`src/rtl/load_align_unit.sv`:
```
// Multi-cycle load unit: splits a load into one or two aligned word reads,
// merges straddling beats and sign/zero-extends the result for writeback.
module load_align_unit #(
    parameter int XLEN          = 32,
    parameter bit MISALIGNED_EN = 1'b1,
    parameter int TAG_W         = 5
) (
    input  logic             clk,
    input  logic             rst_n,
    input  logic             req_valid,
    output logic             req_ready,
    input  logic [XLEN-1:0]  req_addr,
    input  logic [2:0]       req_funct3,
    input  logic [TAG_W-1:0] req_tag,
    output logic             mem_req_valid,
    input  logic             mem_req_ready,
    output logic [XLEN-1:0]  mem_req_addr,
    input  logic             mem_rsp_valid,
    input  logic [XLEN-1:0]  mem_rsp_data,
    output logic             rsp_valid,
    input  logic             rsp_ready,
    output logic [XLEN-1:0]  rsp_data,
    output logic [TAG_W-1:0] rsp_tag,
    output logic             rsp_fault
);
    localparam int NB    = XLEN / 8;
    localparam int OFF_W = $clog2(NB);
    localparam logic [XLEN-1:0] NB_STEP = XLEN'(NB);
    localparam logic [XLEN-1:0] ONE     = XLEN'(1);

    // Handshakes: a transfer happens on a rising edge where valid and ready are
    // both high; a valid source holds its payload stable until that edge.
    typedef enum logic [2:0] {
        S_IDLE,
        S_REQ0,
        S_WAIT0,
        S_REQ1,
        S_WAIT1,
        S_RESP
    } state_t;

    state_t            state_q, state_d;
    logic [XLEN-1:0]   addr_q, addr_d;
    logic [2:0]        funct3_q, funct3_d;
    logic [XLEN-1:0]   beat0_q, beat0_d;
    logic [XLEN-1:0]   rsp_data_q, rsp_data_d;
    logic [TAG_W-1:0]  rsp_tag_q, rsp_tag_d;
    logic              rsp_fault_q, rsp_fault_d;

    logic              req_fault;
    logic              cur_span;
    logic [OFF_W-1:0]  cur_off;
    logic [XLEN-1:0]   base_addr;

    function automatic logic funct3_legal(input logic [2:0] f3);
        logic ok;
        case (f3)
            3'b000, 3'b001, 3'b010, 3'b100, 3'b101: ok = 1'b1;
            3'b011, 3'b110:                         ok = (XLEN == 64);
            default:                                ok = 1'b0;
        endcase
        return ok;
    endfunction

    function automatic logic spans_words(input logic [OFF_W-1:0] off, input logic [1:0] sz);
        logic [4:0] end_byte;
        end_byte = 5'(off) + (5'd1 << sz);
        return end_byte > 5'(NB);
    endfunction

    // Window the {beat1, beat0} pair at the byte offset, keep the access size
    // and extend from its top bit unless the load is unsigned.
    function automatic logic [XLEN-1:0] merge_extend(
        input logic [XLEN-1:0]  b0,
        input logic [XLEN-1:0]  b1,
        input logic [OFF_W-1:0] off,
        input logic [2:0]       f3
    );
        logic [2*XLEN-1:0] window;
        logic [XLEN-1:0]   raw;
        logic [XLEN-1:0]   keep;
        logic [XLEN-1:0]   top_sh;
        logic [XLEN-1:0]   res;
        int unsigned       nbits;
        window = {b1, b0} >> {off, 3'b000};
        raw    = window[XLEN-1:0];
        nbits  = 32'd8 << f3[1:0];
        if (nbits >= XLEN) begin
            keep = '1;
        end else begin
            keep = (ONE << nbits) - ONE;
        end
        top_sh = raw >> (nbits - 1);
        res    = raw & keep;
        if (!f3[2] && top_sh[0]) begin
            res = res | ~keep;
        end
        return res;
    endfunction

    assign req_fault = !funct3_legal(req_funct3) ||
                       (!MISALIGNED_EN && spans_words(req_addr[OFF_W-1:0], req_funct3[1:0]));
    assign cur_off   = addr_q[OFF_W-1:0];
    assign cur_span  = spans_words(cur_off, funct3_q[1:0]);
    assign base_addr = {addr_q[XLEN-1:OFF_W], {OFF_W{1'b0}}};

    always_comb begin
        state_d     = state_q;
        addr_d      = addr_q;
        funct3_d    = funct3_q;
        beat0_d     = beat0_q;
        rsp_data_d  = rsp_data_q;
        rsp_tag_d   = rsp_tag_q;
        rsp_fault_d = rsp_fault_q;
        case (state_q)
            S_IDLE: begin
                if (req_valid) begin
                    addr_d    = req_addr;
                    funct3_d  = req_funct3;
                    rsp_tag_d = req_tag;
                    if (req_fault) begin
                        rsp_fault_d = 1'b1;
                        rsp_data_d  = '0;
                        state_d     = S_RESP;
                    end else begin
                        rsp_fault_d = 1'b0;
                        state_d     = S_REQ0;
                    end
                end
            end
            S_REQ0: begin
                if (mem_req_ready) begin
                    state_d = S_WAIT0;
                end
            end
            S_WAIT0: begin
                if (mem_rsp_valid) begin
                    beat0_d = mem_rsp_data;
                    if (cur_span) begin
                        state_d = S_REQ1;
                    end else begin
                        rsp_data_d = merge_extend(mem_rsp_data, '0, cur_off, funct3_q);
                        state_d    = S_RESP;
                    end
                end
            end
            S_REQ1: begin
                if (mem_req_ready) begin
                    state_d = S_WAIT1;
                end
            end
            S_WAIT1: begin
                if (mem_rsp_valid) begin
                    rsp_data_d = merge_extend(beat0_q, mem_rsp_data, cur_off, funct3_q);
                    state_d    = S_RESP;
                end
            end
            S_RESP: begin
                if (rsp_ready) begin
                    state_d = S_IDLE;
                end
            end
            default: state_d = S_IDLE;
        endcase
    end

    always_ff @(posedge clk or negedge rst_n) begin
        if (!rst_n) begin
            state_q     <= S_IDLE;
            addr_q      <= '0;
            funct3_q    <= '0;
            beat0_q     <= '0;
            rsp_data_q  <= '0;
            rsp_tag_q   <= '0;
            rsp_fault_q <= 1'b0;
        end else begin
            state_q     <= state_d;
            addr_q      <= addr_d;
            funct3_q    <= funct3_d;
            beat0_q     <= beat0_d;
            rsp_data_q  <= rsp_data_d;
            rsp_tag_q   <= rsp_tag_d;
            rsp_fault_q <= rsp_fault_d;
        end
    end

    // The read address is only driven while a read is being offered.
    always_comb begin
        req_ready     = (state_q == S_IDLE);
        mem_req_valid = (state_q == S_REQ0) || (state_q == S_REQ1);
        rsp_valid     = (state_q == S_RESP);
        mem_req_addr  = '0;
        if (state_q == S_REQ0) begin
            mem_req_addr = base_addr;
        end else if (state_q == S_REQ1) begin
            mem_req_addr = base_addr + NB_STEP;
        end
    end

    assign rsp_data  = rsp_data_q;
    assign rsp_tag   = rsp_tag_q;
    assign rsp_fault = rsp_fault_q;

endmodule
```
`config.mk`:
```
export PLATFORM = sky130hd
export DESIGN_NAME = load_align_unit
export DESIGN_NICKNAME = d
export VERILOG_FILES = /design/src/rtl/load_align_unit.sv
export SDC_FILE = /design/constraint.sdc
export NUM_CORES = 1
export LEC_CHECK = 0
export BUFFER_PORTS_ARGS = -buffer_cell sky130_fd_sc_hd__buf_2
export CORE_UTILIZATION = 45
export DETAILED_ROUTE_END_ITERATION = 8
export GPL_ROUTABILITY_DRIVEN = 0
export PLACE_DENSITY_LB_ADDON = 0.2
export SYNTH_ARGS = -nofsm -noshare
export SYNTH_HDL_FRONTEND = slang
export SYNTH_SLANG_ARGS = --single-unit
```
`constraint.sdc`:
```
create_clock -name clk -period 5.2 [get_ports clk]
set_input_delay 0 -clock clk [delete_from_list [all_inputs] [get_ports clk]]
set_output_delay 0 -clock clk [all_outputs]
set_load 0.02 [all_outputs]
```
==> PnR_summary.wiki <==
{| class="wikitable"
! Metric !! Value
|-
| Final wirelength || 19000 um
|-
| Die footprint || 15600 um^2
|-
| Inserted Clock Buffers || 9
|-
| Synth Area per Inst || 9.92 um^2
|-
| Max Freq || 251 MHz
|-
| Proportion of synthesized flip-flops having asynchronous set or reset || 1.00
|-
| Fill cell instance count of the final layout || 1257
|-
| Most area-hungry cell type in the Yosys netlist || dfrtp_1
|-
| Violations in the final reports || DRC
|-
| Crit path launch type || flop
|-
| Crit-path leading delay family || simple AND/OR/NAND/NOR gates
|-
| All-Layer GR Usage || 0.253
|-
| Finish-stage setup viols || 0
|-
| Height of the die || 125 um
|-
| Data required time at the worst endpoint || 5.44 ns
|-
| Critical path type || reg2reg
|-
| Top fanout value on the critical path || 19
|-
| Via count of the first global-routing pass || 6100
|-
| Final-report max-slew violation count || 0
|-
| Post-Place Cell Area || 7530 um^2
|-
| Type of the worst min-delay path || in2reg
|-
| ANT nets after route || 0
|-
| Final period utilization || 0.765
|-
| Clock tree from TritonCTS || done
|-
| Source-to-sink clock delay at the later pin of the worst-skew pair || 0.35 ns
|-
| Unrepaired setup endpoints after global routing || no
|-
| Top-level port count || 151
|-
| Yosys warnings || 0
|-
| Result of the run || finished, violations left
|-
| DRC violation count after routing || 14
|-
| Number of nets in the layout || 959
|-
| Clock input transition at the sequential cells of the worst setup and hold paths || 0.07 ns
|-
| Max-cap violation count || 0
|-
| Area growth from synthesis to layout || 26.0%
|-
| Peak supply drop || 296 uV
|-
| Gate count after technology mapping || 684
|-
| Static Leak || 3.94 nW
|-
| Worst path cell trace || nor2_2, ha_1, inv_1, fa_1, xnor2_1, a2bb2oi_1, and2_4, a21oi_2, buf_4, mux2_2
|-
| Number of enable flip-flop cells after synthesis || 0
|-
| Skew final || 0.00889 ns
|-
| Sequential cell area || 2710 um^2
|-
| Global route total overflow || 0
|-
| Kind of capture point of the worst setup path || flop
|-
| # port buffers || 148
|-
| Setup ws final || 1.22 ns
|-
| Antenna violations before repair || 0
|-
| Std-Cell Core Area || 14600 um^2
|-
| CTS resizes || 0
|-
| PD cells || 568 nW/um^2
|-
| Post-synthesis register bit count || 108
|-
| Period minus WS final || 3.98 ns
|-
| Via count || 5996
|-
| Largest net degree at the start of global routing || 92
|-
| Ranking of synthesized cells by area || dfrtp_1 40%, mux2_2 15%, mux2i_1 6.3%
|-
| Routed length per instance || 17.9 um
|-
| Initial cell density of the core || 0.463
|-
| Setup Buffers After CTS || 0
|-
| Die Wd || 125 um
|-
| Antenna cells || 0
|-
| Buffers plus inverters on the worst setup path || 2
|-
| Relative slew slack || 0.224
|-
| HPWL after detailed placement || 12900 um
|-
| First-pass GRT wire length || 31200 um
|-
| Design area || 8550 um^2
|-
| Clock buffer depth || 2
|-
| Number of hold violations in the final report || 0
|-
| Placed Cells incl. Taps || 975
|-
| Initial detailed-routing violation count || 366
|-
| Main flop type after synthesis || dfrtp_1
|-
| Clock sink count || 108
|-
| Cell at the root of the clock tree || clkbuf_16
|-
| Data arrival, critical path || 4.21 ns
|-
| Critical Path Max Stage Delay || 0.62 ns
|-
| DP Worst Slack || 1.26 ns
|-
| Count of TritonRoute iterations in the first routing pass || 8
|-
| Worst path slowest cell || nor2_2
|-
| Area of combinational cells with multiple inputs || 3750 um^2
|-
| Synth top area share || 0.398
|-
| Post-synthesis sequential area ratio || 0.398
|-
| H-tree depth reported by CTS || 3
|-
| Share of final-layout standard cells stronger than drive strength 1 || 0.322
|-
| Mapped cell area || 6780 um^2
|-
| Non-filler instance count after layout || 1064
|-
| Pin slew with the least headroom to its limit || 1.16 ns
|-
| Number of vias per cell after detailed routing || 5.64
|-
| Final setup TNS || 0 ns
|-
| Standard-cell row count || 44
|-
| Cell variety after synth || 68
|}
==> repair_timing <==
item | CTS | global route
endpoints found under the setup margin | 0 | 0
endpoints found under the hold margin | 135 | 0
hold buffers | 73 | 0
==> kinds of logic after synthesis <==
logic type / share of synthesized area
xor+xnor: 0.0349
mux: 0.220
fa+ha+maj: 0.0122
other cells: 0.000553
compound gates: 0.146
flops: 0.398
simple gates: 0.140
buf+inv: 0.0489
==> area by class of cell <==
cell class,count,share of cell area
Sequential cell,108,0.317
Tap cell,184,0.0269
Clock buffer,12,0.0300
Timing Repair Buffer,226,0.177
Clock inverter,4,0.00278
Multi-Input combinational cell,513,0.439
Inverter,17,0.00747
==> stage by stage <==
step	utilization	hold WS [ns]	power, mW
floorplan	-	-0.296	3.52
global placement	0.515	0.125	4.05
detailed placement	0.515	0.142	4.14
CTS	0.584	0.00791	4.86
global route	0.584	0.0365	5.22
finish	0.584	0.0249	4.85
==> cells in the final DEF, fill, tap and decap left out, types with 6 or more instances in the layout <==
| master | n |
|---|---|
| a211o_1 | 11 |
| a211oi_1 | 27 |
| a21oi_1 | 22 |
| and3_1 | 6 |
| buf_2 | 147 |
| buf_4 | 6 |
| clkbuf_16 | 9 |
| dfrtp_1 | 106 |
| dlygate4sd3_1 | 73 |
| inv_1 | 17 |
| mux2_2 | 89 |
| mux2i_1 | 43 |
| nand2_1 | 40 |
| nand3_1 | 12 |
| nand4_1 | 9 |
| nor2_1 | 97 |
| nor3_1 | 6 |
| o21ai_0 | 32 |
| o22ai_1 | 13 |
| xnor2_1 | 14 |
| xor2_1 | 13 |
==> cells in the mapped netlist (2+ instances only) <==
cell       number
dfrtp_1       108
nor2_1         97
mux2_2         89
mux2i_1        43
nand2_1        40
o21ai_0        32
a211oi_1       27
a21oi_1        22
buf_2          19
inv_1          17
xnor2_1        14
clkbuf_1       13
o22ai_1        13
xor2_1         13
nand3_1        12
a211o_1        11
nand4_1         9
and3_1          6
buf_4           6
buf_6           6
nor3_1          6
ha_1            5
o2bb2ai_1       5
o211ai_1        4
or3_1           4
a221oi_1        3
and2_1          3
buf_1           3
nand2b_1        3
o32ai_1         3
a21oi_2         2
a22oi_1         2
and4_1          2
mux4_2          2
nor2_4          2
nor4_1          2
o21a_1          2
o21ai_1         2
or3b_1          2
or3b_2          2
==> worst reg2reg max path: stages (launching register included) <==
cell       delay, ns
dfrtp_1         0.58
nor2_2          0.62
ha_1            0.32
inv_1           0.06
fa_1            0.42
xnor2_1         0.15
a2bb2oi_1       0.15
and2_4          0.20
a21oi_2         0.61
buf_4           0.38
mux2_2          0.37
==> sequential cells by signal, summed over array words and instances (netlist names) <==
signal     flops
beat0_q       32
addr_q        32
state_q        3
rsp_tag        5
rsp_data      32
funct3_q       3
rsp_fault      1
==> layer usage <==
layer	wire length (um)	GRT usage
met1	8180	0.319
met2	9080	0.421
met4	388	0.0850
met5	0	0
met3	1360	0.0653
==> report_power, final <==
group          internal (mW)  switching [mW]  leakage, nW  total, mW
Clock                  0.350           0.312        0.142      0.663
Sequential              1.21           0.357         1.35       1.57
Combinational           1.13            1.49         2.45       2.62
==> final timing paths <==
kind,slack (ns),depth (start not counted),to,startpoint
worst max-delay path,1.22,10,rsp_data[0],funct3_q[1]
worst min-delay path,0.02,4,state_q[2],rsp_ready
worst max register to register,1.22,10,rsp_data[0],funct3_q[1]
worst min register to register,0.49,1,rsp_data[27],rsp_data[27]
max in group asynchronous,3.74,3,rsp_data[14],rst_n
min in group asynchronous,0.28,2,beat0_q[15],rst_n
No activity file was read; power rests on OpenSTA's default activity.
